## src/rtl/pooling_layer_ctrl.sv

```systemverilog
// -----------------------------------------------------------------------------
// pooling_layer_ctrl
//
// Sequencer for the pooling-layer datapath (row input cache -> pooling array).
// It collects POOL_SIZE conv-output rows into the cache, one row per
// kernel_calc_fin pulse. It then launches the pooling array and waits out the
// array's fixed latency. Finally it presents the pooled row downstream with a
// valid/ready handshake. This repeats until OUT_ROWS pooled rows have been
// delivered, and then layer_done pulses.
//
// Optional build macro: POOL_CTRL_PERF_EN adds a 16-bit saturating counter
// (stall_cnt). It counts cycles in which a pooled row is offered but not
// accepted.
//
// Ports:
//   clk             in   clock, rising edge
//   rst_n           in   synchronous reset, active HIGH despite the name
//   layer_start     in   pulse: begin a new feature map (honoured in IDLE only)
//   kernel_calc_fin in   pulse: a conv row is present on the cache input
//   out_ready       in   downstream accepts the presented pooled row
//   cache_clr       out  one-cycle clear of the input cache
//   cache_wr_en     out  cache writes the current row (combinational)
//   cache_row_sel   out  cache slot addressed by cache_wr_en
//   pool_start      out  one-cycle pooling-array launch
//   out_valid       out  pooled row valid
//   out_row_idx     out  index of the pooled row being presented
//   conv_hold       out  conv layer must not issue kernel_calc_fin
//   layer_busy      out  controller is not idle
//   layer_done      out  one-cycle pulse after the last row is accepted
//   err_overflow    out  sticky: a fin arrived while conv_hold was high
//   stall_cnt       out  (POOL_CTRL_PERF_EN only) back-pressure cycle count
// -----------------------------------------------------------------------------
module pooling_layer_ctrl #(
  parameter int FMAP_ROWS    = 6,
  parameter int POOL_SIZE    = 2,
  parameter int POOL_LATENCY = 2,
  localparam int OUT_ROWS    = FMAP_ROWS / POOL_SIZE,
  localparam int ROW_W       = (OUT_ROWS > 1) ? $clog2(OUT_ROWS) : 1,
  localparam int SEL_W       = (POOL_SIZE > 1) ? $clog2(POOL_SIZE) : 1
) (
  input  logic             clk,
  input  logic             rst_n,
  input  logic             layer_start,
  input  logic             kernel_calc_fin,
  input  logic             out_ready,
  output logic             cache_clr,
  output logic             cache_wr_en,
  output logic [SEL_W-1:0] cache_row_sel,
  output logic             pool_start,
  output logic             out_valid,
  output logic [ROW_W-1:0] out_row_idx,
  output logic             conv_hold,
  output logic             layer_busy,
  output logic             layer_done,
`ifdef POOL_CTRL_PERF_EN
  output logic             err_overflow,
  output logic [15:0]      stall_cnt
`else
  output logic             err_overflow
`endif
);

  localparam int LAT_W = (POOL_LATENCY > 1) ? $clog2(POOL_LATENCY) : 1;

  localparam logic [SEL_W-1:0] SEL_LAST = SEL_W'(POOL_SIZE - 1);
  localparam logic [ROW_W-1:0] ROW_LAST = ROW_W'(OUT_ROWS - 1);
  localparam logic [LAT_W-1:0] LAT_LAST = LAT_W'(POOL_LATENCY - 1);

  typedef enum logic [2:0] {
    IDLE = 3'd0,
    FILL = 3'd1,
    POOL = 3'd2,
    OUT  = 3'd3,
    DONE = 3'd4
  } state_t;

  state_t           state_q, state_d;
  logic             clr_q, clr_d;
  logic [SEL_W-1:0] row_in_q, row_in_d;
  logic [ROW_W-1:0] out_row_q, out_row_d;
  logic [LAT_W-1:0] lat_q, lat_d;
  logic             pool_start_q, pool_start_d;
  logic             err_q, err_d;

  always_ff @(posedge clk) begin
    if (rst_n) begin
      state_q      <= IDLE;
      clr_q        <= 1'b0;
      row_in_q     <= '0;
      out_row_q    <= '0;
      lat_q        <= '0;
      pool_start_q <= 1'b0;
      err_q        <= 1'b0;
    end else begin
      state_q      <= state_d;
      clr_q        <= clr_d;
      row_in_q     <= row_in_d;
      out_row_q    <= out_row_d;
      lat_q        <= lat_d;
      pool_start_q <= pool_start_d;
      err_q        <= err_d;
    end
  end

  always_comb begin
    state_d      = state_q;
    clr_d        = 1'b0;
    row_in_d     = row_in_q;
    out_row_d    = out_row_q;
    lat_d        = lat_q;
    pool_start_d = 1'b0;

    case (state_q)
      IDLE: begin
        // The cache clear occupies its own cycle while still in IDLE. As a
        // result, FILL (and any cache write) starts strictly after the clear.
        if (clr_q) begin
          state_d = FILL;
        end else if (layer_start) begin
          clr_d     = 1'b1;
          row_in_d  = '0;
          out_row_d = '0;
        end
      end
      FILL: begin
        if (kernel_calc_fin) begin
          if (row_in_q == SEL_LAST) begin
            row_in_d     = '0;
            lat_d        = '0;
            pool_start_d = 1'b1;
            state_d      = POOL;
          end else begin
            row_in_d = row_in_q + 1'b1;
          end
        end
      end
      POOL: begin
        // POOL lasts exactly POOL_LATENCY cycles, starting with the
        // pool_start cycle.
        if (lat_q == LAT_LAST) begin
          state_d = OUT;
        end else begin
          lat_d = lat_q + 1'b1;
        end
      end
      OUT: begin
        if (out_ready) begin
          if (out_row_q == ROW_LAST) begin
            state_d = DONE;
          end else begin
            out_row_d = out_row_q + 1'b1;
            state_d   = FILL;
          end
        end
      end
      DONE: begin
        state_d = IDLE;
      end
      default: begin
        state_d = IDLE;
      end
    endcase
  end

  assign conv_hold     = (state_q != FILL);
  assign err_d         = err_q | (kernel_calc_fin & conv_hold);
  assign cache_clr     = clr_q;
  assign cache_wr_en   = kernel_calc_fin & (state_q == FILL);
  assign cache_row_sel = row_in_q;
  assign pool_start    = pool_start_q;
  assign out_valid     = (state_q == OUT);
  assign out_row_idx   = out_row_q;
  assign layer_busy    = (state_q != IDLE);
  assign layer_done    = (state_q == DONE);
  assign err_overflow  = err_q;

`ifdef POOL_CTRL_PERF_EN
  logic [15:0] stall_q, stall_d;

  always_comb begin
    stall_d = stall_q;
    if ((state_q == IDLE) && !clr_q && layer_start) begin
      stall_d = '0;
    end else if ((state_q == OUT) && !out_ready && (stall_q != 16'hFFFF)) begin
      stall_d = stall_q + 16'd1;
    end
  end

  always_ff @(posedge clk) begin
    if (rst_n) begin
      stall_q <= '0;
    end else begin
      stall_q <= stall_d;
    end
  end

  assign stall_cnt = stall_q;
`endif

endmodule

```

## config.mk

```make
export PLATFORM = sky130hd
export DESIGN_NAME = pooling_layer_ctrl
export DESIGN_NICKNAME = d
export VERILOG_FILES = /design/src/rtl/pooling_layer_ctrl.sv
export SDC_FILE = /design/constraint.sdc
export NUM_CORES = 1
export LEC_CHECK = 0
export CAP_MARGIN = 20
export CORE_AREA = 2 2 39 41
export CTS_BUF_LIST = sky130_fd_sc_hd__clkbuf_4
export CTS_CLUSTER_SIZE = 25
export DETAILED_ROUTE_END_ITERATION = 16
export DIE_AREA = 0 0 41 43
export HOLD_SLACK_MARGIN = 0.03
export PLACE_DENSITY = 0.66
export SKIP_CTS_REPAIR_TIMING = 1
export SYNTH_ARGS = -nofsm -noshare
export SYNTH_HDL_FRONTEND = slang
export SYNTH_SLANG_ARGS = --single-unit
```

## constraint.sdc

```tcl
create_clock -name clk -period 1.94 [get_ports clk]
set_clock_uncertainty 0.15 [all_clocks]
set_input_delay 0.194 -clock clk [delete_from_list [all_inputs] [get_ports clk]]
set_output_delay 0.194 -clock clk [all_outputs]
set_load 0.01 [all_outputs]
```

Yosys cells after proc, flatten, opt, wreduce, memory -nomap -nowiden
Index checks and enable logic that the tools add are counted.
W data, S select, Z words.

cells by class
  add/subtract/negate cells = 3
  equal/unequal tests = 14
  multiplexer cells = 23
  bitwise logic cells = 6
  reduce and logical (&&, ||, !) cells = 11

operator list
  cell                   count
  $mux W3                6
  $ne A2 B2 Y1 const B   8
  $pmux W3 S4            1
  $reduce_and A5 Y1      2
  $mux W1                9
  $mux W2                4
  $eq A3 B2 Y1 const B   2
  $reduce_bool A2 Y1     3
  $reduce_or A3 Y1       2
  $pmux W1 S2            2
  $pmux W2 S2            1
  $reduce_and A4 Y1      1
  $eq A3 B1 Y1 const B   1
  $eq A3 B3 Y1 const B   1
  $logic_not A3 Y1       1
  $ne A3 B1 Y1 const B   1
  $not A1 Y1             3
  $reduce_and A3 Y1      1
  $reduce_bool A3 Y1     1
  $add A1 B1 Y1 const B  2
  $add A2 B1 Y2 const B  1
  $and A1 B1 Y1          2
  $eq A2 B2 Y1 const B   1
  $or A1 B1 Y1           1

word-level totals
  register bits after elaboration = 10
  bits of input ports = 5

Logic depth before layout (Yosys ltp)
Gate-level depths: netlist (run 1).

  depth in word-level cells = 4
  mapped depth = 5
  mapped depth without buffers = 5

Worst setup path after synthesis (run 1)
No wires, ideal clock.

  kind = flip-flop to flip-flop
  start = register state_q[0]
  end = register row_in_q, in the netlist cache_row_sel
  arrival = 1307 ps
  data required time = 1719 ps
  setup slack = 413 ps
  cell stages (with the launch flop) = 6
  path buffers = 2
  cells stage by stage = dfxtp_1 > buf_6 > or3b_1 > buf_2 > or3_1 > a21oi_1

on the way
  cells in the longest elaborated chain, start to end = 3

RTL lines
  item                                                          RTL line  RTL
  start: declaration                                            77        state_t state_q, state_d;
  start signal: assignment                                      95        state_q <= state_d;
  $eq A3 B1 Y1 or $logic_not A3 Y1 (tied branches)              113       case (state_q)
  $ne A2 B2 Y1 (no line) or $reduce_bool A2 Y1 (tied branches)  n/a
  $reduce_and A4 Y1 (no line)                                   n/a
  end signal: assignment                                        97        row_in_q <= row_in_d;
  end: declaration                                              79        logic [SEL_W-1:0] row_in_q, row_in_d;

Parallel ways exist; a longest one is shown, timed or not.
A chain may end at the register's enable or synchronous reset.

Worst setup path after layout (run 1)
  start = register state_q[0]
  end = output port layer_done

on the way
  cells in the longest elaborated chain, start to end = 1

RTL lines
  item              RTL line  RTL
  $eq A3 B3 Y1      174       assign layer_done = (state_q == DONE);
  end: declaration  54        output logic layer_done,

No other way between the ends.

==> qor.yml, run 1 <==
outcome: "complete, no violations"
dieArea_um2: 1760
ys_seq_elements: 10
hold_viol_final: 0
die_w_um: 41
layout_common_cells: "clkdlybuf4s50_1 (12), dfxtp_1 (8), nor2_1 (6)"
ir_worst_vdd_mv: 0.327
clkSinkCount: 10
insertion_delay_ps: 250
p_leak_nw: 0.291
synth_edf_count: 0
maxSlewViolCount: 0
syn_area_um2: 484
fillCellCount: 139
synthCells: 55
clkTransAtPathRegs_ps: 60
worst_r2r_path_depth: 5
ys_warn_count: 0
multi_input_area_um2: 248
max_slew.worst_pin.slew_ps: 287
stdcell_area_um2: 681
place_inst: 84
p_comb_frac: 0.155
layout_commonest_cell: "clkdlybuf4s50_1"
worstPathRequired_ps: 1600
finalNetCount: 79
hold_ws_ps: 328
rows: 14
syn_avg_cell_area_um2: 8.80
finalNonFillerCells: 87
synth_area_leaders: "dfxtp_1 (41%), mux4_2 (4.7%), nor2_1 (4.7%)"
dpl_cell_area_um2: 646
hp-class: "flop to flop"
min_path_cells: 2
dp_hpwl_um: 752
switching_power_uw: 94.0
p_int_uw: 320
viasPerCell: 5.07
syn_to_final_growth_pct: 40.6
cp_max_fo: 7
synth.top_cell.area_share: 0.413
grt_overflow: 0
seq_area_um2: 203
end_kind: "output pin"
synth_seq_area_share: 0.413
clockRootBuffer: "clkbuf_4"
power_density_nw_per_um2: 609
cts-htree-levels: 1
finalSetupViolCount: 0
startpoint_type: "flop"
relSlewSlack: 0.807
synth_nets: 61
track_usage: 0.123
synth_area_leader_cell: "dfxtp_1"
vias: 441
place_ws_ps: 117
switching_share: 0.227
grt_pass1_vias: 361
port_buffers: 15
io_pins: 16
clock_path_buffers: 2
wl_per_cell_um: 11.1
setup_ws_ps: 99.7
ys_types: 27
core_um2: 1380
place.gp.congestion: 0.690
cts_tree: "yes"
crit_arrival_ps: 1500
drc: 0
cts_made_buffers: 3
die_h_um: 43
drt_pass1_iterations: 4
critical_path_class: "flop to output pin"
rsz0062_at_grt: "false"
pwr-share-clk: 0.320
diodes: 0
first_iter_violations: 10
drv_cap: 0
drive_above_1_share: 0.141
min_period_over_period: 0.949
period_needed_ps: 1840
seqPwrFrac: 0.525
synthArstFlopShare: 0
grt_max_degree: 9
antenna_found_initial: 0
synthFlopType: "dfxtp_1"
start_util: 0.350
drtAntennaViolNets: 0
report.power.total_uw: 414
wl_um: 964
max_freq_mhz: 543
grt_first_pass_wirelength_um: 1460
==> power groups by stage <==
stage | Sequential (mW) | Combinational (mW) | Clock (mW)
2_1_floorplan | 0.221 | 0.0357 | 0
3_3_place_gp | 0.221 | 0.0646 | 0
3_5_place_dp | 0.222 | 0.0645 | 0
4_1_cts | 0.217 | 0.0646 | 0.139
5_1_grt | 0.218 | 0.0706 | 0.143
6_report | 0.217 | 0.0642 | 0.133
==> final timing paths <==
| check | from | end | slack, ps |
|---|---|---|---|
| setup / recovery | state_q[0]$_SDFFE_PP0P_ | layer_done | 100 |
| hold / removal | err_overflow$_SDFF_PP0_ | err_overflow$_SDFF_PP0_ | 330 |
| setup reg to reg | out_row_idx[0]$_SDFFE_PP0P_ | state_q[0]$_SDFFE_PP0P_ | 440 |
| hold reg to reg | err_overflow$_SDFF_PP0_ | err_overflow$_SDFF_PP0_ | 330 |
==> Yosys cell counts (2+ instances only) <==
master,count
a21oi_1,3
clkbuf_1,2
dfxtp_1,10
inv_1,4
nand2_1,2
nand2b_1,2
nor2_1,6
nor3_1,4
nor3b_1,2
or3_1,3
==> state kept, by name, summed over array words and instances, names as in the netlist <==
register / count
state_q: 3
pool_start: 1
out_row_idx: 2
lat_q: 1
cache_row_sel: 1
cache_clr: 1
err_overflow: 1
==> cell type report <==
cell class,instances,share of cell area
repair buffers,17,0.254
well taps,16,0.0294
inverters,4,0.0221
clock buffers,3,0.0331
multi-input cells,37,0.364
flip-flops and latches,10,0.298
==> critical path, stage by stage, from the launching register on <==
cell and delay (ps):
dfxtp_2 340, buf_4 140, nor3b_1 190, clkdlybuf4s50_1 570
==> metal layers <==
metal / GRT usage / routed length, um / share of wire / vias to the layer above
met3: 0.0314 / 63 / 0.065 / 2
met1: 0.160 / 450 / 0.47 / 195
met5: 0 / 0 / 0 / -
li1: - / - / - / 227
met4: 0.0800 / 14 / 0.015 / 0
met2: 0.172 / 435 / 0.45 / 17
==> cell families after synthesis <==
logic type,count (synthesis),synth area share
AO/OA/AOI/OAI,8,0.119
adder cells (fa/ha/maj),1,0.0258
buffers and inverters,8,0.0801
flip-flops,10,0.413
multiplexers,1,0.0465
AND/OR/NAND/NOR,27,0.315
==> through the flow <==
step | TNS [ps] | util
4_1_cts | -203 | 0.483
5_1_grt | 0 | 0.492
3_5_place_dp | 0 | 0.467
3_3_place_gp | 0 | 0.467
2_1_floorplan | 0 | -
6_report | 0 | 0.492
Note: power is estimated with default switching activity, not from simulation.
==> inputs of run 2 (changes only) <==
--- a/config.mk
+++ b/config.mk
@@ -12,8 +12,9 @@
 export DETAILED_ROUTE_END_ITERATION = 16
 export DIE_AREA = 0 0 41 43
 export HOLD_SLACK_MARGIN = 0.03
-export PLACE_DENSITY = 0.66
+export PLACE_DENSITY_LB_ADDON = 0.25
 export SKIP_CTS_REPAIR_TIMING = 1
+export SLEW_MARGIN = 20
 export SYNTH_ARGS = -nofsm -noshare
 export SYNTH_HDL_FRONTEND = slang
 export SYNTH_SLANG_ARGS = --single-unit
==> constraint.sdc (replaced) <==
create_clock -name clk -period 1.94 [get_ports clk]
set_clock_uncertainty 0.15 [all_clocks]
set_input_delay 0.291 -clock clk [delete_from_list [all_inputs] [get_ports clk]]
set_output_delay 0.291 -clock clk [all_outputs]
set_load 0.01 [all_outputs]
==> run 2 against run 1 <==
  * Global-route usage up 2.6 points
  * Cell count up 8.0%
  * Cell area increased by 7.2%
  * Largest cell class unchanged
==> qor.yml, run 2 (synthesis results as in run 1) <==
outcome: "complete, no violations"
place_inst: 90  # +7.1%
grt_pass1_vias: 415  # +15%
drv_cap: 0  # unchanged
busiest_layer: "met2"
period_needed_ps: 1800  # -40.8 ps
wl_um: 1080  # +12%
viasPerCell: 4.87  # -3.9%
finalNetCount: 85  # +7.6%
tns_ps: 0  # unchanged
regMostFlops: "state_q"
switching_share: 0.245  # +0.0185
relSlewSlack: 0.819  # +0.0123
dieArea_um2: 1760  # unchanged
track_usage: 0.149  # +0.0264
insertion_delay_ps: 270  # +20 ps
drive_above_1_share: 0.167  # +0.0258
ir_worst_vdd_mv: 0.334  # +2.2%
antenna_found_initial: 0  # unchanged
max_slew.worst_pin.slew_ps: 268  # -19.3 ps
io_pins: 16  # unchanged
dp_hpwl_um: 802  # +6.6%
grt_overflow: 0  # unchanged
met2_usage: 0.209  # +0.0375
report.power.total_uw: 435  # +5.1%
layout_common_cells: "dfxtp_1 (10), clkdlybuf4s50_1 (10), buf_4 (8)"
max_freq_mhz: 556  # +2.3%
start_util: 0.350  # unchanged
clkSinkCount: 10  # unchanged
drtAntennaViolNets: 0  # unchanged
cts_tree: "yes"
clock_path_buffers: 2  # unchanged
vias: 458  # +3.9%
p_leak_nw: 0.357  # +23%
hp-class: "flop to flop"
hold_viol_final: 0  # unchanged
crit_arrival_ps: 1360  # -140 ps
pwr-share-clk: 0.335  # +0.015
worstPathRequired_ps: 1500  # -100 ps
p_comb_frac: 0.169  # +0.014
drt_pass1_iterations: 4  # unchanged
p_int_uw: 329  # +2.6%
grt_max_degree: 9  # unchanged
drc: 0  # unchanged
critical_path_class: "flop to output pin"
finalNonFillerCells: 94  # +8.0%
min_period_over_period: 0.928  # -0.0210
grt_first_pass_wirelength_um: 1710  # +17%
end_kind: "output pin"
diodes: 0  # unchanged
largest_reg_flops: 3  # unchanged
cts_made_buffers: 3  # unchanged
setup_ws_ps: 141  # +40.8 ps
min_path_cells: 2  # unchanged
place_ws_ps: 9.00  # -108 ps
rsz0062_at_grt: "false"
place.gp.congestion: 0.729  # +5.6%
worst_r2r_path_depth: 4  # -1
maxSlewViolCount: 0  # unchanged
clkTransAtPathRegs_ps: 70  # about the same
seqPwrFrac: 0.496  # -0.029
cts-htree-levels: 1  # unchanged
die_w_um: 41  # unchanged
dpl_cell_area_um2: 691  # +7.0%
core_um2: 1380  # unchanged
stdcell_area_um2: 729  # +7.2%
rows: 14  # unchanged
hold_ws_ps: 333  # +4.43 ps
die_h_um: 43  # unchanged
clockRootBuffer: "clkbuf_4"
startpoint_type: "flop"
power_density_nw_per_um2: 597  # -1.9%
finalSetupViolCount: 0  # unchanged
wl_per_cell_um: 11.5  # +3.4%
switching_power_uw: 107  # +14%
cp_max_fo: 5  # -2
port_buffers: 15  # unchanged
syn_to_final_growth_pct: 50.6
met1_usage: 0.177  # +0.0169
final_core_util: 0.527  # +0.0353
first_iter_violations: 8  # -2
use_met3: 0.0314  # unchanged
run 2: cell count changes in the layout (fill, tap and decap cells not counted), sizes merged:
cell,before,now
buf,2,8
clkdlybuf4s50,12,10
dlymetal6s2s,3,5
clkinv,0,1
run 2: final cells by class:
type                            instances  area [um^2]
Clock buffer                            3         22.5
Clock inverter                          1         3.75
Fill cell                             136          654
Inverter                                4         15.0
Multi-Input combinational cell         37          245
Sequential cell                        10          200
Tap cell                               16         20.0
Timing Repair Buffer                   23          223
run 2: path summary, 6_finish.rpt:
check	from	to	slack, ps
setup / recovery	state_q[1]$_SDFFE_PP0P_	conv_hold	140
hold / removal	err_overflow$_SDFF_PP0_	err_overflow$_SDFF_PP0_	330
setup reg to reg	state_q[1]$_SDFFE_PP0P_	cache_row_sel$_SDFFE_PP0P_	380
hold reg to reg	err_overflow$_SDFF_PP0_	err_overflow$_SDFF_PP0_	330
run 2: critical path, cell delays in order (launching register included):
cell and delay, ps:
dfxtp_1 350, or3b_1 420, buf_4 170, dlymetal6s2s_1 160
run 2: per-layer routing:
| layer | wire, um | vias up |
|---|---|---|
| met5 | 0 | - |
| met4 | 20 | 0 |
| met1 | 508 | 206 |
| li1 | - | 240 |
| met2 | 499 | 10 |
| met3 | 48 | 2 |
run 2: power groups by stage:
stage	sequential, mW	clock [mW]	combinational [mW]
floorplan	0.221	0	0.0357
global placement	0.221	0	0.0748
detailed placement	0.221	0	0.0750
CTS	0.216	0.155	0.0752
global route	0.217	0.168	0.0802
finish	0.216	0.146	0.0737
==> inputs of run 3 (changes only) <==
--- a/config.mk
+++ b/config.mk
@@ -6,11 +6,13 @@
 export NUM_CORES = 1
 export LEC_CHECK = 0
 export CAP_MARGIN = 20
-export CORE_AREA = 2 2 39 41
+export CELL_PAD_IN_SITES_DETAIL_PLACEMENT = 0
+export CELL_PAD_IN_SITES_GLOBAL_PLACEMENT = 2
+export CORE_AREA = 2 2 47 49
 export CTS_BUF_LIST = sky130_fd_sc_hd__clkbuf_4
 export CTS_CLUSTER_SIZE = 25
 export DETAILED_ROUTE_END_ITERATION = 16
-export DIE_AREA = 0 0 41 43
+export DIE_AREA = 0 0 49 51
 export HOLD_SLACK_MARGIN = 0.03
 export PLACE_DENSITY_LB_ADDON = 0.25
 export SKIP_CTS_REPAIR_TIMING = 1
==> run 3 against run 2 <==
  * Non-clock buffer count is 1 lower
  * Critical path depth stayed put
  * Maximum frequency is 1.6% higher
  * Highest routed layer unchanged
==> qor.yml, run 3 (synthesis results as in run 1) <==
outcome: "complete, no violations"
dieArea_um2: 2500  # +42%
finalSetupViolCount: 0  # unchanged
relSlewSlack: 0.832  # +0.0126
ir_worst_vdd_mv: 0.305  # -8.7%
regMostFlops: "state_q"
met3_length_um: 48  # unchanged
stdcell_area_um2: 738  # +1.2%
drc: 0  # unchanged
rows: 17  # +3
met1_length_um: 548  # +7.9%
core_um2: 2060  # +49%
dpl_cell_area_um2: 698  # +1.1%
tns_ps: 0  # unchanged
drtAntennaViolNets: 0  # unchanged
critical_path_class: "flop to output pin"
io_pins: 16  # unchanged
max_slew.worst_pin.slew_ps: 249  # -18.6 ps
drv_cap: 0  # unchanged
clock_path_buffers: 2  # unchanged
drt_pass1_iterations: 3  # -1
hold_viol_final: 0  # unchanged
port_buffers: 15  # unchanged
power_density_nw_per_um2: 597  # about the same
grt_first_pass_wirelength_um: 1970  # +15%
die_w_um: 49  # +20%
grt_overflow: 0  # unchanged
clkTransAtPathRegs_ps: 80  # about the same
syn_to_final_growth_pct: 52.5
worstPathRequired_ps: 1500  # about the same
min_period_over_period: 0.913  # -0.0147
hold-path-endpoint: "out_row_idx[1]$_SDFFE_PP0P_"
first_iter_violations: 12  # +4
startpoint_type: "flop"
die_h_um: 51  # +19%
timing.reg2reg.setup_slack_ps: 410  # +30 ps
setup_ws_ps: 169  # +28.4 ps
end_kind: "output pin"
worst_r2r_path_depth: 4  # unchanged
place_ws_ps: 34.1  # +25.1 ps
vias: 477  # +4.1%
cp_max_fo: 5  # unchanged
antenna_found_initial: 0  # unchanged
track_usage: 0.108  # -0.0415
crit_arrival_ps: 1330  # -30 ps
final_core_util: 0.358  # -0.169
dp_hpwl_um: 899  # +12%
wl_um: 1160  # +7.8%
p_leak_nw: 0.353  # -1.4%
maxSlewViolCount: 0  # unchanged
period_needed_ps: 1770  # -28.4 ps
max_freq_mhz: 565  # +1.6%
min_path_cells: 2  # unchanged
cts_made_buffers: 3  # unchanged
grt_pass1_vias: 439  # +5.8%
drive_above_1_share: 0.169  # +0.00216
layout_commonest_cell: "clkdlybuf4s50_1"
place.gp.congestion: 0.706  # -3.2%
grt_max_degree: 8  # -1
clockRootBuffer: "clkbuf_4"
cts-htree-levels: 1  # unchanged
hold_path.startpoint: "out_row_idx[1]$_SDFFE_PP0P_"
viasPerCell: 4.54  # -6.8%
rr_startpoint: "state_q[0]$_SDFFE_PP0P_"
finalNonFillerCells: 105  # +12%
rsz0062_at_grt: "false"
hp-class: "flop to flop"
largest_reg_flops: 3  # unchanged
layout_common_cells: "clkdlybuf4s50_1 (10), dfxtp_1 (9), buf_4 (7)"
place_inst: 101  # +12%
diodes: 0  # unchanged
cp-startpoint: "state_q[0]$_SDFFE_PP0P_"
insertion_delay_ps: 270  # about the same
cts_tree: "yes"
crit-reg2reg-capture: "cache_row_sel$_SDFFE_PP0P_"
finalNetCount: 84  # -1.2%
top_layer_used: "met4"
clkSinkCount: 10  # unchanged
wl_met2_um: 547  # +9.6%
start_util: 0.235  # -0.115
wl_per_cell_um: 11.1  # -3.5%
run 3: cell count changes in the layout (fill, tap and decap cells not counted), sizes merged:
cell / before / now
buf: 8 / 7
run 3: routing by layer:
layer | up-vias | GRT usage
li1 | 240 | -
met1 | 225 | 0.121
met2 | 10 | 0.167
met3 | 2 | 0.0292
met4 | 0 | 0.100
met5 | - | 0
run 3: report_power, final:
part,internal [mW],total (mW),switching (mW)
sequential,0.211,0.217,0.00523
combinational,0.0413,0.0716,0.0303
clock,0.0743,0.152,0.0781
run 3: metrics by stage:
step,hold slack (ps),total power [mW]
after detailed placement,334,0.295
after floorplan,282,0.257
after global placement,325,0.296
final,336,0.441
after CTS,345,0.444
after global routing,375,0.462
run 3: worst max path at each step:
stage,endpoint,depth (start not counted)
2_1_floorplan,cache_row_sel$_SDFFE_PP0P_,5
3_3_place_gp,cache_wr_en,4
3_5_place_dp,cache_wr_en,4
4_1_cts,conv_hold,3
5_1_grt,conv_hold,3
6_report,conv_hold,3
run 3: cell type report:
class | instances | area, um^2
Fill cell | 230 | 1330
Timing Repair Buffer | 22 | 215
Multi-Input combinational cell | 37 | 245
Clock inverter | 1 | 3.75
Sequential cell | 10 | 201
Inverter | 4 | 15.0
Clock buffer | 3 | 22.5
Tap cell | 28 | 35.0
run 3: critical path, cell delays in order, from the launching register on:
cell and delay, ps:
dfxtp_2 350, or3b_1 390, buf_4 170, dlymetal6s2s_1 170
